## config.mk

```make
export PLATFORM = sky130hd
export DESIGN_NAME = int_bus_arbiter
export DESIGN_NICKNAME = d
export VERILOG_FILES = /design/src/rtl/int_bus_arbiter.sv
export SDC_FILE = /design/constraint.sdc
export NUM_CORES = 1
export LEC_CHECK = 0
export ABC_AREA = 1
export CAP_MARGIN = 25
export CORE_UTILIZATION = 40
export DETAILED_ROUTE_END_ITERATION = 7
export PLACE_DENSITY = 0.92
export SLEW_MARGIN = 40
export SYNTH_ARGS = -nofsm -noshare
export SYNTH_HDL_FRONTEND = slang
export SYNTH_SLANG_ARGS = --single-unit
```

## constraint.sdc

```tcl
create_clock -name clock -period 3.6 [get_ports clock]
set_input_delay 0.36 -clock clock [delete_from_list [all_inputs] [get_ports clock]]
set_output_delay 0.36 -clock clock [all_outputs]
set_load 0.02 [all_outputs]
```

## src/rtl/int_bus_arbiter.sv

```systemverilog
// Two-master arbiter for the internal register-file bus.
// Round-robin grant, hold timeout preemption, tagged read-data return.
module int_bus_arbiter #(
   parameter int AW      = 8,
   parameter int DW      = 8,
   parameter int RD_LAT  = 1,
   parameter int TIMEOUT = 255
) (
   input  logic          clock,
   input  logic          reset,
   input  logic          m0_req,
   output logic          m0_gnt,
   input  logic [AW-1:0] m0_address,
   input  logic [DW-1:0] m0_wr_data,
   input  logic          m0_write,
   input  logic          m0_read,
   output logic [DW-1:0] m0_rd_data,
   output logic          m0_rd_valid,
   input  logic          m1_req,
   output logic          m1_gnt,
   input  logic [AW-1:0] m1_address,
   input  logic [DW-1:0] m1_wr_data,
   input  logic          m1_write,
   input  logic          m1_read,
   output logic [DW-1:0] m1_rd_data,
   output logic          m1_rd_valid,
   output logic [AW-1:0] int_address,
   output logic [DW-1:0] int_wr_data,
   output logic          int_write,
   output logic          int_read,
   input  logic [DW-1:0] int_rd_data,
   output logic          timeout_evt
);

   localparam int CW =
      (TIMEOUT < 2) ? 1 : $clog2(TIMEOUT + 1);
   localparam logic [CW-1:0] HOLD_MAX = CW'(TIMEOUT);
   localparam bit PREEMPT_EN = (TIMEOUT != 0);

   typedef enum logic [1:0] {
      IDLE,
      GRANT0,
      GRANT1,
      DRAIN
   } state_t;

   state_t            state;
   state_t            state_nx;
   state_t            pick;
   state_t            other;
   logic              last_grant;
   logic              last_grant_nx;
   logic [CW-1:0]     hold_cnt;
   logic [CW-1:0]     hold_cnt_nx;
   logic [RD_LAT-1:0] tag_v;
   logic [RD_LAT-1:0] tag_id;
   logic [DW-1:0]     m0_hold;
   logic [DW-1:0]     m1_hold;

   logic granted;
   logic owner;
   logic own_req;
   logic oth_req;
   logic preempt;
   logic active;
   logic pending;
   logic outstanding;

   always_comb begin
      granted = (state == GRANT0) || (state == GRANT1);
      owner   = (state == GRANT1);
      own_req = owner ? m1_req : m0_req;
      oth_req = owner ? m0_req : m1_req;
      preempt = PREEMPT_EN && granted && own_req
                && (hold_cnt >= HOLD_MAX);
      active  = granted && !preempt;
      other   = owner ? GRANT0 : GRANT1;
   end

   // last_grant=1 means master 0 is favoured on the next tie
   always_comb begin
      pick = IDLE;
      if (last_grant) begin
         if (m0_req) begin
            pick = GRANT0;
         end else if (m1_req) begin
            pick = GRANT1;
         end
      end else begin
         if (m1_req) begin
            pick = GRANT1;
         end else if (m0_req) begin
            pick = GRANT0;
         end
      end
   end

   always_comb begin
      int_address = '0;
      int_wr_data = '0;
      int_write   = 1'b0;
      int_read    = 1'b0;
      if (active) begin
         if (owner) begin
            int_address = m1_address;
            int_wr_data = m1_wr_data;
            int_write   = m1_write;
            int_read    = m1_read & ~m1_write;
         end else begin
            int_address = m0_address;
            int_wr_data = m0_wr_data;
            int_write   = m0_write;
            int_read    = m0_read & ~m0_write;
         end
      end
   end

   assign m0_gnt      = (state == GRANT0) && !preempt;
   assign m1_gnt      = (state == GRANT1) && !preempt;
   assign timeout_evt = preempt;

   // Reads still in flight after this cycle's shift; the last stage
   // is returning now and no longer counts.
   always_comb begin
      pending = 1'b0;
      for (int i = 0; i < RD_LAT - 1; i++) begin
         pending = pending | tag_v[i];
      end
      outstanding = pending | int_read;
   end

   always_comb begin
      state_nx      = state;
      last_grant_nx = last_grant;
      hold_cnt_nx   = hold_cnt;
      unique case (state)
         IDLE: begin
            state_nx = pick;
         end
         GRANT0, GRANT1: begin
            if (!own_req) begin
               if (outstanding) begin
                  state_nx = DRAIN;
               end else if (oth_req) begin
                  state_nx = other;
               end else begin
                  state_nx = IDLE;
               end
            end else if (preempt) begin
               state_nx = DRAIN;
            end else if (oth_req && (hold_cnt != '1)) begin
               hold_cnt_nx = hold_cnt + 1'b1;
            end
         end
         DRAIN: begin
            if (!pending) begin
               state_nx = pick;
            end
         end
         default: begin
            state_nx = IDLE;
         end
      endcase
      if (state_nx != state) begin
         hold_cnt_nx = '0;
         if (state_nx == GRANT0) begin
            last_grant_nx = 1'b0;
         end else if (state_nx == GRANT1) begin
            last_grant_nx = 1'b1;
         end
      end
   end

   always_ff @(posedge clock or negedge reset) begin
      if (!reset) begin
         state      <= IDLE;
         last_grant <= 1'b1;
         hold_cnt   <= '0;
      end else begin
         state      <= state_nx;
         last_grant <= last_grant_nx;
         hold_cnt   <= hold_cnt_nx;
      end
   end

   // Tag pipeline mirrors the register-file read latency
   always_ff @(posedge clock or negedge reset) begin
      if (!reset) begin
         tag_v   <= '0;
         tag_id  <= '0;
         m0_hold <= '0;
         m1_hold <= '0;
      end else begin
         tag_v[0]  <= int_read;
         tag_id[0] <= owner;
         for (int i = 1; i < RD_LAT; i++) begin
            tag_v[i]  <= tag_v[i-1];
            tag_id[i] <= tag_id[i-1];
         end
         if (m0_rd_valid) begin
            m0_hold <= int_rd_data;
         end
         if (m1_rd_valid) begin
            m1_hold <= int_rd_data;
         end
      end
   end

   assign m0_rd_valid = tag_v[RD_LAT-1] && !tag_id[RD_LAT-1];
   assign m1_rd_valid = tag_v[RD_LAT-1] && tag_id[RD_LAT-1];
   assign m0_rd_data  = m0_rd_valid ? int_rd_data : m0_hold;
   assign m1_rd_data  = m1_rd_valid ? int_rd_data : m1_hold;

endmodule

```

==> results.ini <==
[die]
num_rows = 23
design.core.area_sq_mm = 0.00400
ios = 87
die_w_microns = 66.6
start_util_pct = 41.8
die_y_microns = 66.6
design.die.area_sq_mm = 0.00444

[clocking]
clk_path_buf_depth = 2
insertion_delay_ns = 0.28
clk_pin_slew_ns = 0.06
cts_made_buffers = 5
htreeDepth = 2
cts_tree = yes
ctsResizeCount = 0
cts_hold_buf = 0
clock_sinks = 29
postCtsSetupBuffers = 0
cts.root.buffer_cell = clkbuf_8

[synth]
synthCells = 233
synthFlopType = dfrtp_1
avgSynthCellArea_sq_um = 7.17
synth_cell_types = 23
ys_warn_count = 0
synth_seq_cells = 29
synth_top_cells_by_area = dfrtp_1, nand2_1, inv_1
synth_top_area_share_pct = 41.9
yosys.area.top_type = dfrtp_1
syn_area_sq_mm = 0.00167
synth.yosys.seq_area_share_pct = 43.5
synthArstFlopShare_pct = 100
syn_nets = 286
synth_edf_count = 0

[sta]
rsz0062_at_grt = no
period_minus_slack_ns = 3.11
clock.fmax_ghz = 0.322
hold_viol_final = 0
fin_crit_sh_pct = 86.3
fin_skew_ns = 0.00451
slew_headroom_pct = 60.4
report.final.slew_viol_count = 0
tns_ns = 0
setup_violations = 0
tightest_slew_ns = 0.593

[global_routing]
grt_first_pass_wirelength_microns = 7070
grt_usage_pct = 21.3
antenna_found_initial = 0
grt_pass1_vias = 1635
grt-ovfl-total = 0
grt_max_degree = 23

[setup_path]
cp_data_arrival_time_ns = 2.75
end_kind = output port
critPathMaxFanout = 21
cp-start-kind = flip-flop
reg2reg_setup_slack_ns = 0.95
rr_worst_depth = 17
crit_required_ns = 3.24
critical_path_class = reg2out
timing.rr.start = state[0]$_DFF_PN0_
r2r_end = last_grant$_DFFE_PN1P_

[power_and_ir_drop]
power_leakage_nw = 1.27
p_total_mw = 2.55
ir_worst_vdd_v = 0.000515
power_density_mw_per_mm2 = 953

[cells_and_area]
seqCellArea_sq_um = 727
fin_nets = 374
drive_above_1_share_pct = 6.52
syn_to_final_growth_pct = 60.3
fillerInstances = 310
fin_cells = 372
diodes = 0
fin_util_pct = 67.0
multiInputGateArea_sq_um = 782

[job]
cap_violations = 0

[placement]
portBuffers = 86
place.gp.congestion = 0.877
hpwl_microns = 3540
dp_cells = 364

[detailed_routing]
vias = 1762
vias_per_cell = 4.74
antenna_left = 0
finalWirelength_microns = 4570
wl_per_cell_microns = 12.3
drt-initial-drc-count = 138
drc_errors = 0
drt_pass1_iterations = 4

[run_status]
status = finished clean

[worst_hold_path]
min_path_type = in2async

==> worst max-delay path, cell delays in order (launching register included) <==
cell and delay, ns:
dfrtp_1 0.40, inv_1 0.13, ha_1 0.18, buf_4 0.24
inv_1 0.32, nor2_1 0.24, nand2_1 0.07, nand2_1 0.07
nand3_2 0.11, inv_1 0.09, clkdlybuf4s50_1 0.62
==> placed cells by master, fill, tap and decap left out, types with 2 or more instances in the layout <==
cell type and n:
a21oi_1 20, nor3_1 5, nand2_1 73, nor2_2 2, nand3_1 10, ha_1 5, clkdlybuf4s50_1 85, nor2_1 15
xnor2_1 3, dfrtp_1 28, nand2_2 4, clkbuf_8 7, buf_4 2, o21ai_0 17, inv_1 35
==> power breakdown <==
part           internal, mW  total [mW]  switching [mW]
clock network         0.172       0.286           0.114
registers             0.458       0.508          0.0503
logic                 0.721        1.76            1.04
total                  1.35        2.55            1.20
==> cells in the mapped netlist, drive strengths merged (3+ instances only) <==
library cell and count:
o21ai 17, xnor2 3, dfrtp 28, ha 5, a21oi 20, nor2 17, nand2 77, nand3 12
nor3 5, clkbuf 6, inv 36
==> sequential cells by signal, indices dropped and copies added, names as in the netlist <==
signal / count
hold_cnt: 8
last_grant: 1
m0_hold: 8
m1_hold: 8
state: 2
tag_id: 1
tag_v: 1
==> kinds of logic after synthesis <==
group | count (synthesis) | synth area share [%]
simple gates | 111 | 28.1
buf+inv | 43 | 9.73
compound gates | 41 | 12.8
flops | 29 | 43.5
fa+ha+maj | 5 | 3.74
xor+xnor | 4 | 2.10
==> how the worst max path moves through the flow <==
| stage | from | endpoint | cells past startpoint |
|---|---|---|---|
| after detailed placement | m1_req | int_address[6] | 9 |
| after global routing | state[0]$_DFF_PN0_ | int_read | 10 |
| after floorplan | state[0]$_DFF_PN0_ | int_address[0] | 7 |
| after global placement | m1_req | int_address[6] | 9 |
| final | state[0]$_DFF_PN0_ | int_read | 10 |
| after CTS | state[0]$_DFF_PN0_ | int_read | 10 |
==> per-layer routing <==
metal  part of all wire, %  track usage (%)
met5                     0                0
met4                  0.46             6.38
met3                   3.8             6.16
met2                    54             36.9
met1                    42             25.2
==> cell type report <==
cell class	instances	area share, %
clock buffer	7	3.60
inverter	36	5.04
timing repair buffer	88	32.5
tap	50	2.34
clock inverter	1	0.187
sequential	29	27.1
multi-input combinational	161	29.2
==> stage by stage <==
step	cell area [sq um]	hold WS (ns)	worst slack (ns)
floorplan	1670	0.0644	1.55
global placement	2580	0.451	0.793
detailed placement	2580	0.335	0.722
CTS	2680	0.0321	0.495
global route	2680	0.0535	0.285
finish	2680	0.0281	0.495
No activity file was read; power rests on OpenSTA's default activity.
